## src/rtl/cpu_types_pkg.sv

```systemverilog
// Shared CPU datapath types used by the writeback path and the write-port arbiter.
package cpu_types_pkg;

    typedef logic [31:0] word_t;
    typedef logic [4:0]  regbits_t;

    // Arbiter state: normal priority to the pipeline, or a forced slot for the B FIFO head.
    typedef enum logic {
        NORMAL  = 1'b0,
        FORCE_B = 1'b1
    } rfarb_state_t;

endpackage

```

## src/rtl/rf_wb_fifo.sv

```systemverilog
// Circular FIFO of pending long-latency register writes. Every slot has a valid bit,
// so a younger pipeline write can squash a queued entry in place. Squashed slots still
// occupy the ring until they reach the head, where they are released without a write.
module rf_wb_fifo
    import cpu_types_pkg::*;
#(
    parameter int DEPTH = 2
) (
    input  logic                      CLK,
    input  logic                      nRST,
    input  logic                      push_en,
    input  logic [4:0]                push_sel,
    input  logic [31:0]               push_dat,
    input  logic                      pop,
    input  logic                      squash_en,
    input  logic [4:0]                squash_sel,
    input  logic [4:0]                chk_sel1,
    input  logic [4:0]                chk_sel2,
    output logic                      head_valid,
    output logic [4:0]                head_sel,
    output logic [31:0]               head_dat,
    output logic                      full,
    output logic [$clog2(DEPTH):0]    count,
    output logic [$clog2(DEPTH):0]    count_nxt,
    output logic                      hit1,
    output logic                      hit2
);

    localparam int PW = $clog2(DEPTH);
    localparam int CW = PW + 1;

    logic [PW-1:0]    rd_ptr_q, rd_ptr_d;
    logic [PW-1:0]    wr_ptr_q, wr_ptr_d;
    logic [CW-1:0]    used_q, used_d;
    logic [DEPTH-1:0] valid_q, valid_d;
    regbits_t         sel_q [DEPTH];
    regbits_t         sel_d [DEPTH];
    word_t            dat_q [DEPTH];
    word_t            dat_d [DEPTH];

    logic [PW-1:0]    head_idx;
    logic [CW-1:0]    head_off;
    logic [CW-1:0]    release_n;
    logic             do_pop;
    logic             store;
    logic [DEPTH-1:0] match1;
    logic [DEPTH-1:0] match2;

    // Locate the oldest still-valid entry among the occupied slots.
    always_comb begin
        head_valid = 1'b0;
        head_off   = '0;
        head_idx   = rd_ptr_q;
        for (int k = DEPTH - 1; k >= 0; k--) begin
            if ((CW'(k) < used_q) && valid_q[rd_ptr_q + PW'(k)]) begin
                head_valid = 1'b1;
                head_off   = CW'(k);
                head_idx   = rd_ptr_q + PW'(k);
            end
        end
    end

    assign head_sel = sel_q[head_idx];
    assign head_dat = dat_q[head_idx];
    assign full     = (used_q == CW'(DEPTH));
    assign do_pop   = pop && head_valid;
    // Writes to r0 are accepted by the handshake but never occupy a slot.
    assign store    = push_en && !full && (push_sel != 5'd0);

    // Per-entry compare ports for the hazard unit queries.
    generate
        for (genvar gi = 0; gi < DEPTH; gi++) begin : g_cmp
            assign match1[gi] = valid_q[gi] && (sel_q[gi] == chk_sel1);
            assign match2[gi] = valid_q[gi] && (sel_q[gi] == chk_sel2);
        end
    endgenerate

    assign hit1 = (chk_sel1 != 5'd0) && ((|match1) || (store && (push_sel == chk_sel1)));
    assign hit2 = (chk_sel2 != 5'd0) && ((|match2) || (store && (push_sel == chk_sel2)));

    // Next-state of the ring: squash, pop, release leading dead slots, then push.
    always_comb begin
        valid_d = valid_q;
        sel_d   = sel_q;
        dat_d   = dat_q;
        for (int i = 0; i < DEPTH; i++) begin
            if (squash_en && valid_q[i] && (sel_q[i] == squash_sel)) begin
                valid_d[i] = 1'b0;
            end
        end
        if (do_pop) begin
            valid_d[head_idx] = 1'b0;
        end
        if (store) begin
            valid_d[wr_ptr_q] = 1'b1;
            sel_d[wr_ptr_q]   = push_sel;
            dat_d[wr_ptr_q]   = push_dat;
        end
        // Slots ahead of the head are squashed; free them along with a popped head.
        if (do_pop) begin
            release_n = head_off + CW'(1);
        end else if (head_valid) begin
            release_n = head_off;
        end else begin
            release_n = used_q;
        end
        rd_ptr_d = rd_ptr_q + release_n[PW-1:0];
        wr_ptr_d = wr_ptr_q + PW'(store);
        used_d   = used_q - release_n + CW'(store);
    end

    // Live-entry counts now and after this cycle's updates.
    always_comb begin
        count     = '0;
        count_nxt = '0;
        for (int i = 0; i < DEPTH; i++) begin
            count     = count + CW'(valid_q[i]);
            count_nxt = count_nxt + CW'(valid_d[i]);
        end
    end

    // Control state; reset discards every pending entry.
    always_ff @(posedge CLK or negedge nRST) begin
        if (!nRST) begin
            rd_ptr_q <= '0;
            wr_ptr_q <= '0;
            used_q   <= '0;
            valid_q  <= '0;
        end else begin
            rd_ptr_q <= rd_ptr_d;
            wr_ptr_q <= wr_ptr_d;
            used_q   <= used_d;
            valid_q  <= valid_d;
        end
    end

    // Payload storage; contents are meaningless unless the valid bit is set.
    always_ff @(posedge CLK) begin
        sel_q <= sel_d;
        dat_q <= dat_d;
    end

endmodule

```

## src/rtl/rf_write_arbiter.sv

```systemverilog
// Arbitrates the register file's single write port between pipeline writeback (A, always
// preferred) and queued long-latency results (B), forcing a one-cycle stall when the
// oldest B result has waited STARVE_LIMIT cycles.
module rf_write_arbiter
    import cpu_types_pkg::*;
#(
    parameter int DEPTH        = 2,
    parameter int STARVE_LIMIT = 4
) (
    input  logic                   CLK,
    input  logic                   nRST,
    input  logic                   a_wen,
    input  logic [4:0]             a_wsel,
    input  logic [31:0]            a_wdat,
    output logic                   a_stall,
    input  logic                   b_valid,
    input  logic [4:0]             b_wsel,
    input  logic [31:0]            b_wdat,
    output logic                   b_ready,
    output logic                   rf_wen,
    output logic [4:0]             rf_wsel,
    output logic [31:0]            rf_wdat,
    input  logic [4:0]             chk_sel1,
    input  logic [4:0]             chk_sel2,
    output logic                   pend1,
    output logic                   pend2,
    output logic [$clog2(DEPTH):0] b_count
);

    localparam int CW = $clog2(DEPTH) + 1;
    localparam int WW = $clog2(STARVE_LIMIT + 1);

    rfarb_state_t  state_q, state_d;
    logic [WW-1:0] wait_q, wait_d;

    logic          a_grant;
    logic          pop;
    logic          fifo_full;
    logic          head_valid;
    regbits_t      head_sel;
    word_t         head_dat;
    logic [CW-1:0] count_nxt;

    assign b_ready = !fifo_full;

    rf_wb_fifo #(
        .DEPTH(DEPTH)
    ) u_fifo (
        .CLK       (CLK),
        .nRST      (nRST),
        .push_en   (b_valid && b_ready),
        .push_sel  (b_wsel),
        .push_dat  (b_wdat),
        .pop       (pop),
        .squash_en (a_grant),
        .squash_sel(a_wsel),
        .chk_sel1  (chk_sel1),
        .chk_sel2  (chk_sel2),
        .head_valid(head_valid),
        .head_sel  (head_sel),
        .head_dat  (head_dat),
        .full      (fifo_full),
        .count     (b_count),
        .count_nxt (count_nxt),
        .hit1      (pend1),
        .hit2      (pend2)
    );

    // Grant mux and next state: A first, B in idle slots, forced B slot after starvation.
    always_comb begin
        state_d = state_q;
        a_grant = 1'b0;
        pop     = 1'b0;
        a_stall = 1'b0;
        rf_wen  = 1'b0;
        rf_wsel = '0;
        rf_wdat = '0;
        case (state_q)
            NORMAL: begin
                if (a_wen && (a_wsel != 5'd0)) begin
                    a_grant = 1'b1;
                    rf_wen  = 1'b1;
                    rf_wsel = a_wsel;
                    rf_wdat = a_wdat;
                end else if (head_valid) begin
                    pop     = 1'b1;
                    rf_wen  = 1'b1;
                    rf_wsel = head_sel;
                    rf_wdat = head_dat;
                end
                // Only force a slot if something will still be queued to use it.
                if ((wait_q == WW'(STARVE_LIMIT)) && !pop && (count_nxt != '0)) begin
                    state_d = FORCE_B;
                end
            end
            FORCE_B: begin
                a_stall = 1'b1;
                pop     = head_valid;
                rf_wen  = head_valid;
                rf_wsel = head_valid ? head_sel : 5'd0;
                rf_wdat = head_valid ? head_dat : 32'd0;
                state_d = NORMAL;
            end
            default: state_d = NORMAL;
        endcase
    end

    // Head wait counter: counts unserved cycles, saturating at the limit.
    always_comb begin
        if (pop || (b_count == '0) || (count_nxt == '0)) begin
            wait_d = '0;
        end else if (wait_q == WW'(STARVE_LIMIT)) begin
            wait_d = wait_q;
        end else begin
            wait_d = wait_q + WW'(1);
        end
    end

    // FSM and counter registers.
    always_ff @(posedge CLK or negedge nRST) begin
        if (!nRST) begin
            state_q <= NORMAL;
            wait_q  <= '0;
        end else begin
            state_q <= state_d;
            wait_q  <= wait_d;
        end
    end

endmodule

```

## config.mk

```make
export PLATFORM = sky130hd
export DESIGN_NAME = rf_write_arbiter
export DESIGN_NICKNAME = d
export VERILOG_FILES = /design/src/rtl/cpu_types_pkg.sv /design/src/rtl/rf_wb_fifo.sv /design/src/rtl/rf_write_arbiter.sv
export SDC_FILE = /design/constraint.sdc
export NUM_CORES = 1
export LEC_CHECK = 0
export ABC_CLOCK_PERIOD_IN_PS = 2100
export CAP_MARGIN = 20
export CORE_MARGIN = 2
export CORE_UTILIZATION = 42
export DETAILED_ROUTE_END_ITERATION = 7
export GPL_TIMING_DRIVEN = 1
export HOLD_SLACK_MARGIN = 0.1
export MAX_ROUTING_LAYER = met4
export PLACE_DENSITY_LB_ADDON = 0.1
export SYNTH_ARGS = -nofsm -noshare
export SYNTH_HDL_FRONTEND = slang
export SYNTH_SLANG_ARGS = --single-unit
```

## constraint.sdc

```tcl
create_clock -name CLK -period 2.1 [get_ports CLK]
set_input_delay 0.21 -clock CLK [delete_from_list [all_inputs] [get_ports CLK]]
set_output_delay 0.21 -clock CLK [all_outputs]
set_load 0.05 [all_outputs]
```

======== After elaboration in Yosys (flattened, before gate mapping) ========
Cells that the tools add are included.
Widths: inputs -> output; s select.
storage, ports and cells
  register bits after elaboration ......... 84
  input bits .............................. 88
  output and inout bits ................... 44
  word-level logic and storage cells ...... 137
cells by class
  add/sub/neg operators ................... 9
  magnitude comparators ................... 11
  equal/unequal tests ..................... 11
  multiplexer cells ....................... 51
  bitwise logic cells ..................... 6
  reductions and logical operators ........ 39
operators by type and width
  cell                 number
  $mux 32              6
  $bwmux 64            1
  $pmux 32 s2          1
  $eq 5x5->1           8
  $demux 32 s1         1
  $mux 5               6
  $logic_and 1x1->1    24
  $mux 1               22
  $reduce_bool 5->1    4
  $bwmux 10            1
  $pmux 5 s2           1
  $lt 1x2->1 const B   4
  $mux 2               4
  $mux 3               2
  $pmux 1 s2           3
  $demux 5 s1          1
  $add 1x1->2          2
  $ge 2x2->1 const B   2
  $logic_not 2->1      2
  $logic_or 1x1->1     4
  $lt 1x2->1 const A   2
  $not 1->2            2
  $reduce_or 2->1      2
  $add 3x1->3 const B  1
  17 further kinds     21

======== Longest topological paths before layout ========
Gate-level depths: netlist (run 1).
  depth in word-level cells ............... 20
  mapped depth ............................ 11
  mapped depth without buffers ............ 10

======== By module ========
From an unflattened synthesis (run 1), not the netlist that was laid out.
unflattened totals
  cells, all modules ...................... 371
  area total of the unflattened synthesis .. 4672.0 µm²
by module, submodules not included
  module            instances  cells an instance  area each (µm²)  sequential area each (µm²)
  rf_wb_fifo        1          223                3613.5           2372.3
  rf_write_arbiter  1          148                1058.5           100.1

======== Worst setup path before layout (run 1) ========
OpenSTA, ideal clock, no wires.
  kind .................................... flip-flop to flip-flop
  start point ............................. reg u_fifo.used_q[0]
  end point ............................... reg u_fifo.dat_q[32] in the netlist's numbering, enable pin
  library setup time ...................... 0.398 ns
  arrival time ............................ 2.228 ns
  required time ........................... 1.702 ns
  path slack .............................. -0.526 ns
  cell stages (with the launch flop) ...... 6
  path buffers ............................ 0
  period minus slack after synthesis ...... 2.626 ns
  cell sequence ........................... dfrtp_1 inv_1 nand2_1 o211ai_1 inv_1 ha_1
between the ends
  cells in the longest elaborated chain, start to end .. 5
RTL lines
  item                                RTL line                RTL
  start: declaration                  rf_wb_fifo.sv:34        logic [CW-1:0] used_q, used_d;
  start signal: assignment            rf_wb_fifo.sv:132       used_q <= used_d;
  $eq 2x2->1 (*)                      rf_wb_fifo.sv:65        assign full = (used_q == CW'(DEPTH));
  $logic_not 1->1 (*)                 rf_write_arbiter.sv:44  assign b_ready = !fifo_full;
  named net b_ready                   rf_write_arbiter.sv:19  output logic b_ready,
  $logic_and 1x1->1                   rf_write_arbiter.sv:51  .push_en (b_valid && b_ready),
  $logic_and 1x1->1 (*) (2 in a row)  rf_wb_fifo.sv:68        assign store = push_en && !full && (push_sel != 5'd0);
  end signal: assignment              rf_wb_fifo.sv:140       dat_q <= dat_d;
  end: declaration                    rf_wb_fifo.sv:38        word_t dat_q [DEPTH];
The timed path passes the listed nets; every way through them passes the cells marked *.
A chain may end at the register's enable or synchronous reset.

======== Worst setup path after layout (run 1) ========
  start point ............................. reg u_fifo.rd_ptr_q
  end point ............................... out rf_wdat[16]
between the ends
  cells in the longest elaborated chain, start to end .. 13
  elaborated cells between the ends (all ways) .. 18
  classes of those cells .................. add/sub: 1; mux: 14; bitwise: 1; reduce/logical: 2
RTL lines
  item                                        RTL line                                         RTL
  start: declaration                          rf_wb_fifo.sv:32                                 logic [PW-1:0] rd_ptr_q, rd_ptr_d;
  start signal: assignment                    rf_wb_fifo.sv:130                                rd_ptr_q <= rd_ptr_d;
  $add 1x1->1                                 rf_wb_fifo.sv:55, rf_wb_fifo.sv:58
  $mux 1 (not written as such) (2 in a row)   rf_wb_fifo.sv:55                                 if ((CW'(k) < used_q) && valid_q[rd_ptr_q + PW'(k)]) begin
  $logic_and 1x1->1                           rf_wb_fifo.sv:55
  $mux 1 (2 in a row)                         rf_wb_fifo.sv:55
  $not 1->2 (not written as such)             rf_wb_fifo.sv:64                                 assign head_dat = dat_q[head_idx];
  $mux 32 (not written as such) (3 in a row)  rf_wb_fifo.sv:64
  $mux 32 (*)                                 rf_write_arbiter.sv:85, rf_write_arbiter.sv:101
  $mux 32                                     rf_write_arbiter.sv:80                           if (a_wen && (a_wsel != 5'd0)) begin
  $pmux 32 s2 (*)                             rf_write_arbiter.sv:78                           case (state_q)
  end: declaration                            rf_write_arbiter.sv:22                           output logic [31:0] rf_wdat,
Mark *: on every way between the ends. The rest lies on a longest branch, timed or not. The select of a mux whose other input is x is not followed.

==> results of run 1 <==
logic make-up after synthesis:
| kind of cell | Yosys count |
|---|---|
| compound gates | 74 |
| xor+xnor | 44 |
| fa+ha+maj | 8 |
| buf+inv | 26 |
| flops | 84 |
| simple gates | 80 |
layout make-up:
cell class	count	area (µm²)
clock buffers	10	127.6
clock inverters	6	46.29
fillers	696	2836
inverters	11	41.29
repair buffers	189	2218
well taps	133	166.4
flip-flops and latches	84	2477
multi-input cells	206	1770
final timing paths:
check,startpoint,end,slack (ns),cells after the start
max in group asynchronous,nRST,u_fifo.rd_ptr_q,1.55,1
min in group CLK,b_wsel[3],u_fifo.sel_q[3],0.24,2
min,nRST,wait_q[0],0.18,1
min reg2reg,u_fifo.wr_ptr_q,u_fifo.valid_q[0],0.51,1
max reg2reg,state_q,u_fifo.used_q[1],-0.12,12
max,u_fifo.rd_ptr_q,rf_wdat[16],-0.28,8
flip-flops by register name (all words and copies together) (netlist names):
register	cells
u_fifo.rd_ptr_q	1
wait_q	3
u_fifo.valid_q	2
state_q	1
u_fifo.sel_q	10
u_fifo.wr_ptr_q	1
u_fifo.dat_q	64
u_fifo.used_q	2
per-stage QoR:
stage | hold WS [ns] | std cells | TNS, ns
after floorplan | -0.08559 | 316 | -12.33
after detailed placement | 0.5082 | 606 | -39.94
after global routing | 0.2027 | 639 | -12.35
after global placement | 0.4865 | 606 | -41.36
after CTS | 0.1735 | 636 | -8.660
final | 0.1839 | 639 | -9.457
power groups by stage:
stage / registers (mW) / logic (mW) / clock network (mW)
2_1_floorplan: 2.49 / 3.26 / 0
3_3_place_gp: 2.51 / 5.82 / 0
3_5_place_dp: 2.53 / 5.87 / 0
4_1_cts: 2.51 / 6.20 / 1.07
5_1_grt: 2.60 / 6.75 / 1.14
6_report: 2.55 / 6.44 / 1.04
what timing repair did:
item                                    4_1_cts  5_1_grt
pin swaps                                    11        8
gates cloned                                  2        0
hold buffers                                  0        0
endpoints found under the setup margin       40       42
resized for setup                            35       22
setup buffers                                12        3
layer usage:
metal,vias up,wire length (µm)
li1,1582,-
met1,1631,4825
met2,106,5932
met3,14,585
met4,0,190
met5,-,0
cell usage in the layout (no fill, tap or decap), types with 5 or more instances in the layout:
| cell type | n |
|---|---|
| a21oi_1 | 8 |
| a221o_1 | 10 |
| a221o_2 | 29 |
| and2_0 | 7 |
| and2_1 | 29 |
| buf_12 | 42 |
| buf_4 | 45 |
| buf_6 | 12 |
| clkbuf_8 | 9 |
| clkdlybuf4s50_1 | 81 |
| dfrtp_1 | 6 |
| dlygate4sd2_1 | 5 |
| edfxtp_1 | 74 |
| ha_1 | 5 |
| inv_1 | 8 |
| nand2_1 | 8 |
| nand3_1 | 5 |
| nor2_1 | 6 |
| nor3_1 | 6 |
| o21ai_0 | 6 |
| xnor2_1 | 21 |
| xor2_1 | 23 |
==> out/metrics.cfg, run 1 <==
[outcome]
status=complete, but fails checks
violations=negative setup slack

[cells_and_area]
final_net_count=597
antennaDiodeCount=0
drive_gt1_share_pct=34.39
stdcell_area_um2=6848
area_delta_synth_final_pct=64.50
finish.utilization_pct=70.71

[worst_setup_path]
path_buf_inv=3
cp_max_fo=14
critical_path_required_ns=1.89
critPathKind=flip-flop to primary output
cp_common_cell=buf_12
critical-path-slowest-cell=dfrtp_2
crit_path_start_kind=flip-flop
cp_slowest_stage_delay_ns=0.47
crit_arrival_ns=2.17
path_cells=nand2b_4 -> a21oi_4 -> o21ai_4 -> nor2_4 -> buf_6 -> buf_12 -> a221o_2 -> buf_12
worstSetupEndpointType=primary output
path_delay_family=compound AO/OA/AOI/OAI gates

[detailed_routing]
drt_iter0_drc=141
ant_nets=0
totalWireLength_mm=11.53
via_count=3333
drt_first_pass_iters=5
viasPerCell=5.216
drt-wirelength-per-cell_um=18.05
drc_errors=0

[yosys]
synth_top_family_by_area=compound AO/OA/AOI/OAI gates
syn-num-nets=412
synth_compound_area_share_pct=14.91
synth_area_um2=4163
synth.most_common_cell=edfxtp_1
synthCells=316
ys_ff_latch=84
synth_xor_area_share_pct=9.258
synth-async-reset-ratio_pct=11.90
synth_edf_count=74
synth_fa_ha_area_share_pct=2.405
yosys.area.top_type=edfxtp_1
synth_top_area_share_pct=53.38
yosysWarnings=0
syn_avg_cell_area_um2=13.17
synth_simple_gate_area_share_pct=11.12
post_synth_num_cell_types=40
yosys-mux-area-fraction_pct=0
synth_top_cells_by_count=74 x edfxtp_1, 39 x a221o_1, 28 x and2_1
synth_area_leaders=edfxtp_1 53%, a221o_1 9.4%, dfrtp_1 6.0%
yosysSeqAreaShare_pct=59.39
ys.flop_type=edfxtp_1

[clock_network]
clkTransAtPathRegs_ns=0.09
numClockSinks=84
cts_tree=yes
cts_max_level=3
clk_path_buf_depth=2
cts-root-buf=clkbuf_8
numCtsBuffers=9
worstSkewPairLatency_ns=0.35

[global_route]
grt_pass1_vias=3574
busiest_layer=met2
use_met3_pct=4.154
grt_start_max_net_pins=39
antenna_found_initial=0
gr-total-overflow=0
grt_pass1_wl_mm=18.22
grt_util_met2_pct=36.75
met1_usage_pct=27.64
track_usage_pct=22.25

[pwr]
p_seq_share_pct=25.4
swShare_pct=42.19
clockPowerShare_pct=10.4
power.density_nw_per_um2=1464
combinationalPowerShare_pct=64.2
power.switching_mw=4.231
p_int_mw=5.797
total_power_mw=10.03
vdd_drop_max_mv=0.9411
p_leak_nw=2.607

[timing]
max_freq_mhz=420.1
tightest_slew_ns=0.5125
drv_slew=0
hold_viol=0
period_needed_ns=2.381
rsz0062_at_grt=true
period_share_pct=113.4
setup_viol=38
fin_skew_ns=0.007131
fin_ws_ns=-0.2806
timing.slew.headroom_pct=65.73

[floorplanning]
core_um2=9684
initial_utilization_pct=42.98
die_h_um=103.6
io_pins=132
fp.dieW_um=103.6
dieArea_um2=10720
fp-row-count=36

[worst_hold_path]
hold_path.class=input pin to asynchronous set/reset pin

[place]
pre_cts_ws_ns=-0.5356
placement.cell_area_um2=6347
place.gp.congestion=0.8486
dp_hpwl_mm=8.101
numPortBuffers=131

[job]
cap_violations=0

No activity file was read; power rests on OpenSTA's default activity.
==> inputs of run 2 (changes only) <==
CAP_MARGIN = default   (was 20)
==> results of run 2 <==
No change in the layout: final DEF, timing and power equal those of run 1.
